## src/rtl/axis_orb_stream.sv

```systemverilog
// AXI-Stream ORB tagging shell: FIFO plus registered output stage, 1 beat/clk.
// Optional AXIS_ORB_BYPASS_EN adds a per-beat bypass input that passes tdata untouched.
module axis_orb_stream #(
  parameter int unsigned DATA_W     = 32,
  parameter int unsigned FIFO_DEPTH = 16,
  parameter int unsigned NUM_CH     = 8,
  parameter int unsigned COORD_W    = 10,
  parameter int unsigned CNT_W      = 20,
  localparam int unsigned SEL_W     = (NUM_CH > 1) ? $clog2(NUM_CH) : 1,
  localparam int unsigned LVL_W     = $clog2(FIFO_DEPTH) + 1
) (
  input  logic                  s_axis_aclk,
  input  logic                  s_axis_aresetn,
  input  logic [DATA_W-1:0]     s_axis_tdata,
  input  logic [DATA_W/8-1:0]   s_axis_tkeep,
  input  logic                  s_axis_tlast,
  input  logic                  s_axis_tvalid,
  output logic                  s_axis_tready,
  output logic [DATA_W-1:0]     m_axis_tdata,
  output logic [DATA_W/8-1:0]   m_axis_tkeep,
  output logic                  m_axis_tlast,
  output logic                  m_axis_tvalid,
  input  logic                  m_axis_tready,
`ifdef AXIS_ORB_BYPASS_EN
  input  logic                  bypass,
`endif
  input  logic [NUM_CH*8-1:0]   ch_data,
  input  logic [SEL_W-1:0]      mode_sel,
  input  logic [4*COORD_W-1:0]  match_xy,
  input  logic                  match_valid,
  output logic [LVL_W-1:0]      fifo_level,
  output logic [CNT_W-1:0]      frame_cycles,
  output logic                  frame_done,
  output logic [7:0]            match_drop
);

  localparam int unsigned KEEP_W  = DATA_W / 8;
  localparam int unsigned SLOT_W  = 2 * COORD_W;
  localparam int unsigned AW      = (FIFO_DEPTH > 1) ? $clog2(FIFO_DEPTH) : 1;
  localparam int unsigned ENTRY_W = DATA_W + KEEP_W + 1 + 8;

  typedef enum logic [1:0] {IDLE, P1, P2} coord_state_t;

  logic [ENTRY_W-1:0] mem [FIFO_DEPTH];
  logic [AW-1:0]      wr_ptr, rd_ptr;
  logic               accept, pop, close, tag_pop;
  logic [DATA_W-1:0]  head_data;
  logic [KEEP_W-1:0]  head_keep;
  logic               head_last, head_byp;
  logic [7:0]         head_byte, ch_byte;
  logic [DATA_W-1:0]  out_word;

  coord_state_t       state_q, state_d;
  logic [4*COORD_W-1:0] last_xy;
  logic               match_new, latch_en, drop_inc;
  logic [SLOT_W-1:0]  coord_slot;

  logic [CNT_W-1:0]   cyc_cnt, cnt_incl;
  logic               frame_active, active_now;

  assign s_axis_tready = (fifo_level < LVL_W'(FIFO_DEPTH));
  assign accept        = s_axis_tvalid & s_axis_tready;
  assign pop           = (fifo_level != '0) & (~m_axis_tvalid | m_axis_tready);
  assign {head_data, head_keep, head_last, head_byte} = mem[rd_ptr];
  assign close         = pop & head_last;
  assign tag_pop       = pop & ~head_last & ~head_byp;

  // Channel byte; an out-of-range select yields zero.
  always_comb begin
    ch_byte = '0;
    for (int i = 0; i < NUM_CH; i++) begin
      if (mode_sel == SEL_W'(i)) ch_byte = ch_data[8*i +: 8];
    end
  end

  always_ff @(posedge s_axis_aclk) begin
    if (accept) mem[wr_ptr] <= {s_axis_tdata, s_axis_tkeep, s_axis_tlast, ch_byte};
  end

`ifdef AXIS_ORB_BYPASS_EN
  logic byp_mem [FIFO_DEPTH];
  always_ff @(posedge s_axis_aclk) begin
    if (accept) byp_mem[wr_ptr] <= bypass;
  end
  assign head_byp = byp_mem[rd_ptr];
`else
  assign head_byp = 1'b0;
`endif

  always_ff @(posedge s_axis_aclk or negedge s_axis_aresetn) begin
    if (!s_axis_aresetn) begin
      wr_ptr     <= '0;
      rd_ptr     <= '0;
      fifo_level <= '0;
    end else begin
      if (accept) wr_ptr <= wr_ptr + AW'(1);
      if (pop)    rd_ptr <= rd_ptr + AW'(1);
      case ({accept, pop})
        2'b10:   fifo_level <= fifo_level + LVL_W'(1);
        2'b01:   fifo_level <= fifo_level - LVL_W'(1);
        default: fifo_level <= fifo_level;
      endcase
    end
  end

  // Frame count is inclusive of the current cycle once a frame has started.
  assign active_now = frame_active | accept;
  assign cnt_incl   = (active_now && (cyc_cnt != '1)) ? cyc_cnt + CNT_W'(1) : cyc_cnt;

  always_ff @(posedge s_axis_aclk or negedge s_axis_aresetn) begin
    if (!s_axis_aresetn) begin
      cyc_cnt      <= '0;
      frame_active <= 1'b0;
      frame_cycles <= '0;
      frame_done   <= 1'b0;
    end else begin
      frame_done <= close;
      if (close) begin
        cyc_cnt      <= '0;
        frame_cycles <= cnt_incl;
        frame_active <= accept;
      end else begin
        cyc_cnt      <= cnt_incl;
        frame_active <= active_now;
      end
    end
  end

  assign match_new = match_valid & (match_xy != last_xy);

  always_comb begin
    state_d    = state_q;
    latch_en   = 1'b0;
    drop_inc   = 1'b0;
    coord_slot = '0;
    case (state_q)
      IDLE: begin
        if (match_new) begin
          latch_en = 1'b1;
          state_d  = P1;
        end
      end
      P1: begin
        coord_slot = {last_xy[COORD_W-1:0], last_xy[2*COORD_W-1:COORD_W]};
        drop_inc   = match_new;
        if (tag_pop) state_d = P2;
      end
      P2: begin
        coord_slot = {last_xy[3*COORD_W-1:2*COORD_W], last_xy[4*COORD_W-1:3*COORD_W]};
        drop_inc   = match_new;
        if (tag_pop) state_d = IDLE;
      end
      default: state_d = IDLE;
    endcase
  end

  always_ff @(posedge s_axis_aclk or negedge s_axis_aresetn) begin
    if (!s_axis_aresetn) begin
      state_q    <= IDLE;
      last_xy    <= '0;
      match_drop <= '0;
    end else begin
      state_q <= state_d;
      if (latch_en) last_xy <= match_xy;
      if (drop_inc && (match_drop != 8'hFF)) match_drop <= match_drop + 8'd1;
    end
  end

  // Tagged word: channel byte on top, pass-through middle, slot at the bottom.
  always_comb begin
    out_word                 = head_data;
    out_word[DATA_W-1 -: 8]  = head_byte;
    out_word[SLOT_W-1:0]     = head_last ? SLOT_W'(cnt_incl) : coord_slot;
    if (head_byp) out_word   = head_data;
  end

  always_ff @(posedge s_axis_aclk or negedge s_axis_aresetn) begin
    if (!s_axis_aresetn) begin
      m_axis_tvalid <= 1'b0;
      m_axis_tdata  <= '0;
      m_axis_tkeep  <= '0;
      m_axis_tlast  <= 1'b0;
    end else if (pop) begin
      m_axis_tvalid <= 1'b1;
      m_axis_tdata  <= out_word;
      m_axis_tkeep  <= head_keep;
      m_axis_tlast  <= head_last;
    end else if (m_axis_tready) begin
      m_axis_tvalid <= 1'b0;
    end
  end

endmodule

```

## config.mk

```make
export PLATFORM = sky130hd
export DESIGN_NAME = axis_orb_stream
export DESIGN_NICKNAME = d
export VERILOG_FILES = /design/src/rtl/axis_orb_stream.sv
export SDC_FILE = /design/constraint.sdc
export NUM_CORES = 1
export LEC_CHECK = 0
export ABC_AREA = 1
export BUFFER_PORTS_ARGS = -buffer_cell sky130_fd_sc_hd__buf_2
export CORE_ASPECT_RATIO = 1.25
export CORE_MARGIN = 10
export CORE_UTILIZATION = 45
export DETAILED_ROUTE_END_ITERATION = 8
export PLACE_DENSITY_LB_ADDON = 0.08
export SYNTH_ARGS = -nofsm -noshare
export SYNTH_HDL_FRONTEND = slang
export SYNTH_SLANG_ARGS = --single-unit
```

## constraint.sdc

```tcl
create_clock -name s_axis_aclk -period 3.7 [get_ports s_axis_aclk]
set_input_delay 0.37 -clock s_axis_aclk [delete_from_list [all_inputs] [get_ports s_axis_aclk]]
set_output_delay 0.37 -clock s_axis_aclk [all_outputs]
set_load 0.01 [all_outputs]
```

# After elaboration in Yosys (flattened, before gate mapping)

Memories as Yosys holds them, arrays and structs flattened.
Index checks and enable logic that the tools add are counted.

Memories: 1
Output and inout port bits: 73
RAM bits: 720
Logic and storage cells: 82
Bits in registers: 143
Input bits: 149

Memories:

| memory | words | bits a word | read ports | clocked after memory_dff | wr ports | RTL line | text |
|---|---|---|---|---|---|---|---|
| mem    | 16    | 45          | 1          | 0                        | 1        | 44       | `logic [ENTRY_W-1:0] mem [FIFO_DEPTH];` |

Muxes and demuxes: 25
Bitwise logic cells: 9
Reductions and logical operators: 9
$lt $le $gt $ge: 1
Equal/unequal tests: 17
Add/sub/neg operators: 6

Operators with widths:

| kind                    | count |
|---|---|
| $mux W8                 | 8 |
| $mux W20                | 3 |
| $ne A40 B40 Y1          | 1 |
| $pmux W20 S2            | 1 |
| $add A20 B1 Y20 const B | 1 |
| $ne A20 B20 Y1 const B  | 1 |
| $eq A3 B3 Y1 const B    | 4 |
| $pmux W5 S2             | 1 |
| $add A4 B1 Y4 const B   | 2 |
| $add A8 B1 Y8 const B   | 1 |
| $mux W1                 | 8 |
| $ne A8 B8 Y1 const B    | 1 |
| $eq A3 B2 Y1 const B    | 2 |
| $mux W2                 | 3 |
| $ne A2 B2 Y1 const B    | 3 |
| $pmux W2 S3             | 1 |
| $add A5 B1 Y5 const B   | 1 |
| $and A1 B1 Y1           | 5 |
| $lt A5 B5 Y1 const B    | 1 |
| $reduce_bool A5 Y1      | 1 |
| $sub A5 B1 Y5 const B   | 1 |
| $eq A2 B1 Y1 const B    | 2 |
| $eq A2 B2 Y1 const B    | 2 |
| $reduce_bool A2 Y1      | 2 |
| other kinds (8)         | 11 |

# Longest topological paths before layout

Depth after elaboration: 9
Mapped depth: 15
Mapped depth without buffers: 14

# Worst setup path after synthesis

Ideal clock, no wire load.

Path kind: reg2reg
Start point: reg fifo_level[0]
End point: reg fifo_level[4]
Setup time: 0.131 ns
Period minus slack after synthesis: 2.597 ns
Cell stages (with the launch flop): 16
Buffers on the path: 1
Required time: 3.569 ns
Arrival time: 2.466 ns
Path slack: 1.103 ns
Cells stage by stage: dfrtp_1 > nor4_1 > nand2_1 > nand2_1 > clkinv_1 > clkbuf_1 > ha_1 > xor2_1 > ha_1 > inv_1 > nand2_1 > nand3_1 > o211ai_1 > a21oi_1 > o21ai_0 > xor2_1

Cells in the longest elaborated chain, start to end: 4
Elaborated cells on any way between the ends: 10
Those cells by class: add/sub: 2; order compare: 1; eq/ne: 2; mux: 1; bitwise: 2; reduce/logical: 2

Ends and longest elaborated chain:

| item                                              | RTL line | text |
|---|---|---|
| start, declared                                   | 31       | `output logic [LVL_W-1:0] fifo_level,` |
| start signal, assigned                            | 99       | `2'b10: fifo_level <= fifo_level + LVL_W'(1);` |
| start signal, assigned                            | 100      | `2'b01: fifo_level <= fifo_level - LVL_W'(1);` |
| start signal, assigned                            | 101      | `default: fifo_level <= fifo_level;` |
| $reduce_bool A5 Y1 (*)                            | 63       | `assign pop = (fifo_level != '0) & (~m_axis_tvalid \| m_axis_tready);` |
| $and A1 B1 Y1 (*)                                 | 63       |  |
| named net pop                                     | 46       | `logic accept, pop, close, tag_pop;` |
| $eq A2 B1 Y1 or $eq A2 B2 Y1 (tied branches)      | 98       | `case ({accept, pop})` |
| $pmux W5 S2 or $reduce_bool A2 Y1 (tied branches) | n/a      |  |

Mark *: on every way through the listed nets, which the timed path passes. The rest lies on a longest branch.
A chain may end at the register's enable or synchronous reset.

# Worst setup path in the final report

Start point: reg rd_ptr[0]
End point: reg cyc_cnt[1]

Cells in the longest elaborated chain, start to end: 3

Ends and longest elaborated chain:

| item                   | RTL line | text |
|---|---|---|
| start, declared        | 45       | `logic [AW-1:0] wr_ptr, rd_ptr;` |
| start signal, assigned | 97       | `if (pop) rd_ptr <= rd_ptr + AW'(1);` |
| $mem_v2 Z16 W45        | n/a      |  |
| $and A1 B1 Y1          | 65       | `assign close = pop & head_last;` |
| $mux W20               | 118      | `if (close) begin` |
| end signal, assigned   | 123      | `cyc_cnt <= cnt_incl;` |
| end, declared          | 58       | `logic [CNT_W-1:0] cyc_cnt, cnt_incl;` |

Every way passes these cells.

==> summary.txt <==
final-layout worst hold slack: 0.0382 ns
total clock sinks: 415
WS Path Type: reg2reg
ANT nets after route: 0
shortest period the worst path allows: 2.91 ns
Final Hold Violating Endpoints: 0
placeable core area: 40100 µm²
Post-Syn Area: 18300 µm²
number of global-route vias before repair: 13300
met1 WL: 20700 µm
cells along the critical path: buf_4 > o21ai_0 > o211ai_1 > nand3_1 > a21oi_2 > buf_4 > inv_2 > and2_1
stage delay of the slowest cell on the critical path: 0.64 ns
post-cts repair resize count: 0
type of element capturing the critical path: register
CTS tree: yes
status: completed
achievable clock frequency: 343 MHz
relative slew slack: 0.402
Top cell by count, worst path: buf_4
root buffer cell: clkbuf_16
Final Routed Wirelength: 50500 µm
RSZ-0062 raised after global routing: false
post-synth cell types: 41
number of CTS-inserted buffers: 43
pin count of the biggest net entering global routing: 86
chip height: 245 µm
met2 WL post-DR: 25400 µm
insertion delay of the later-clocked pin in the worst-skew pair: 0.57 ns
Final setup viols: 0
diode count: 0
sequential share of the synthesized area: 0.644
Rows: 82
Post-synth ARST share: 0.345
register bit total from synthesis: 415
number of cells produced by synthesis: 1772
worst setup timing slack at the placement stage: 0.766 ns
Max Fanout on Critical Path: 46
routed vias/inst: 5.31
buffer depth of the longest clock path: 3
total of max-cap violations: 0
placed cell areas: 19900 µm²
hold crit path type: in2reg
total power divided by cell area: 733 nW/µm²
Avg WL per Cell: 19.8 µm
antenna violations before repair: 0
clock-pin slew reported for the worst setup and hold paths after clock tree synthesis: 0.06 ns
setup_tns: 0 ns
area delta synth->final: 16.5%
Top-Level Pins: 222
width of the die: 200 µm
type of origin of the critical path: register
Clock Skew: 0.0176 ns
Post-route DRC: 0
count of buffers from port buffering: 193
uppermost signal routing layer after detailed routing: met4
fraction of final layout cells sized beyond drive strength 1: 0.171
H-tree Lvls: 2
HPWL after detailed placement: 32500 µm
number of DRC markers in iteration 0: 928
EDFF count, synth: 272
data required time at the worst endpoint: 4.14 ns
Bufs and invs on worst path: 3
Max VDD drop: 0.473 mV
Post-synth top flop: edfxtp_1
GPL Wtd Cong: 0.839
global route overflow: 0
Lkg Pwr: 0.00887 µW
final setup slack of the worst path: 0.788 ns
Worst Tran Pin Value: 0.896 ns
nets: 2128
cell at the slowest stage of the critical path: dfrtp_4
met3 wire length: 2850 µm
wire length of the first global-routing pass: 77200 µm
Final Cycle Share: 0.787
vias after detailed routing: 13500
final standard cell area without fillers: 21300 µm²
number of setup buffers added after CTS: 0
initial core utilization: 0.455
area of the die: 49100 µm²
count of pins over their slew limit: 0
global routing usage summed across all routing layers: 0.202
Post-Synthesis Mean Instance Area: 10.3 µm²
count of yosys warnings during synthesis: 0
syn_nets: 1936
cell family with the largest share of critical-path delay: buffers and inverters
signal arrival time at the worst endpoint: 3.36 ns
drt pass-1 iters: 5
[cell usage in the layout (no fill, tap or decap), types with 8 or more instances in the layout]
cell / synthesis / final
nand3_1: 67 / 67
clkinv_2: 0 / 9
nand4_1: 17 / 17
clkbuf_1: 58 / 11
xor2_1: 24 / 24
dfrtp_1: 143 / 141
clkinv_1: 3 / 8
buf_2: 17 / 192
inv_1: 132 / 132
a21oi_1: 15 / 15
nand2_1: 398 / 398
a31oi_1: 15 / 15
xnor2_1: 27 / 27
o22ai_1: 44 / 44
ha_1: 15 / 15
nor3_1: 15 / 15
clkbuf_16: 0 / 44
o21ai_0: 191 / 191
nor2_1: 216 / 199
buf_4: 2 / 34
nor2_2: 1 / 17
edfxtp_1: 272 / 272
o221ai_1: 40 / 40
[state kept, by name (all words and copies together), names as in the netlist]
register	flops
mem	272
last_xy	40
m_axis_tdata	32
cyc_cnt	20
frame_cycles	20
match_drop	8
fifo_level	5
m_axis_tkeep	4
rd_ptr	4
wr_ptr	4
state_q	2
frame_active	1
frame_done	1
m_axis_tlast	1
m_axis_tvalid	1
[worst min-delay path, delay by kind of cell]
family                 cells  cell delay (ns)
buffers and inverters      1             0.10
AND/OR/NAND/NOR            1             0.05
AO/OA/AOI/OAI              1             0.05
[routing by layer]
layer / vias up / GRT usage
li1: 6467 / -
met1: 6567 / 0.245
met2: 397 / 0.354
met3: 89 / 0.0390
met4: 0 / 0.0706
met5: - / 0
[worst paths after layout]
| check | to | cells after the start | start | slack [ns] |
|---|---|---|---|---|
| setup / recovery | cyc_cnt[1] | 8 | rd_ptr[0] | 0.79 |
| hold / removal | last_xy[12] | 3 | match_xy[12] | 0.04 |
| setup reg to reg | cyc_cnt[1] | 8 | rd_ptr[0] | 0.79 |
| hold reg to reg | frame_cycles[6] | 2 | frame_cycles[6] | 0.47 |
| max in group asynchronous | match_drop[7] | 3 | s_axis_aresetn | 2.32 |
| min in group asynchronous | cyc_cnt[15] | 2 | s_axis_aresetn | 0.44 |
[what timing repair did]
| item | in CTS | in global routing |
|---|---|---|
| hold buffers | 1 | 0 |
| endpoints found under the setup margin | 0 | 0 |
| hold endpoints to repair | 84 | 0 |
[synthesized netlist by cell type (17+ instances only)]
cell type,n,area share
o221ai_1,40,0.019
edfxtp_1,272,0.45
dfrtp_1,143,0.20
o21ai_0,191,0.052
buf_2,17,0.0047
clkbuf_1,58,0.012
nand2_1,398,0.082
xnor2_1,27,0.013
nand3_1,67,0.018
nor2_1,216,0.044
o22ai_1,44,0.015
nand4_1,17,0.0058
xor2_1,24,0.012
inv_1,132,0.027
[power breakdown]
| part | switching, µW | total [µW] | leakage [µW] | internal (µW) |
|---|---|---|---|---|
| Sequential | 491 | 6210 | 0.00429 | 5720 |
| Clock | 1800 | 4230 | 0.000675 | 2430 |
| Combinational | 3550 | 5150 | 0.00391 | 1590 |
[through the flow]
| stage | utilization | cells | total power (µW) |
|---|---|---|---|
| floorplan | - | 1772 | 9690 |
| global placement | 0.496 | 2464 | 11400 |
| detailed placement | 0.496 | 2464 | 11500 |
| CTS | 0.530 | 2544 | 15700 |
| global route | 0.530 | 2544 | 16600 |
| finish | 0.530 | 2544 | 15600 |
[layout make-up]
cell class	instances	area, µm²
Inverter	141	533
Clock inverter	19	160
Tap cell	546	683
Clock buffer	60	1210
Timing Repair Buffer	229	1260
Fill cell	3574	18900
Multi-Input combinational cell	1134	5660
Sequential cell	415	11800
[logic make-up (layout without fill, tap and decap cells)]
kind of cell	after synthesis	in the layout	synth area share
XOR/XNOR	51	51	0.0245
adder cells (fa/ha/maj)	15	15	0.0103
AO/OA/AOI/OAI	332	332	0.108
flip-flops	415	415	0.644
AND/OR/NAND/NOR	734	734	0.164
multiplexers	2	2	0.00110
buffers and inverters	223	449	0.0488
Power figures use the tool's default switching activity.
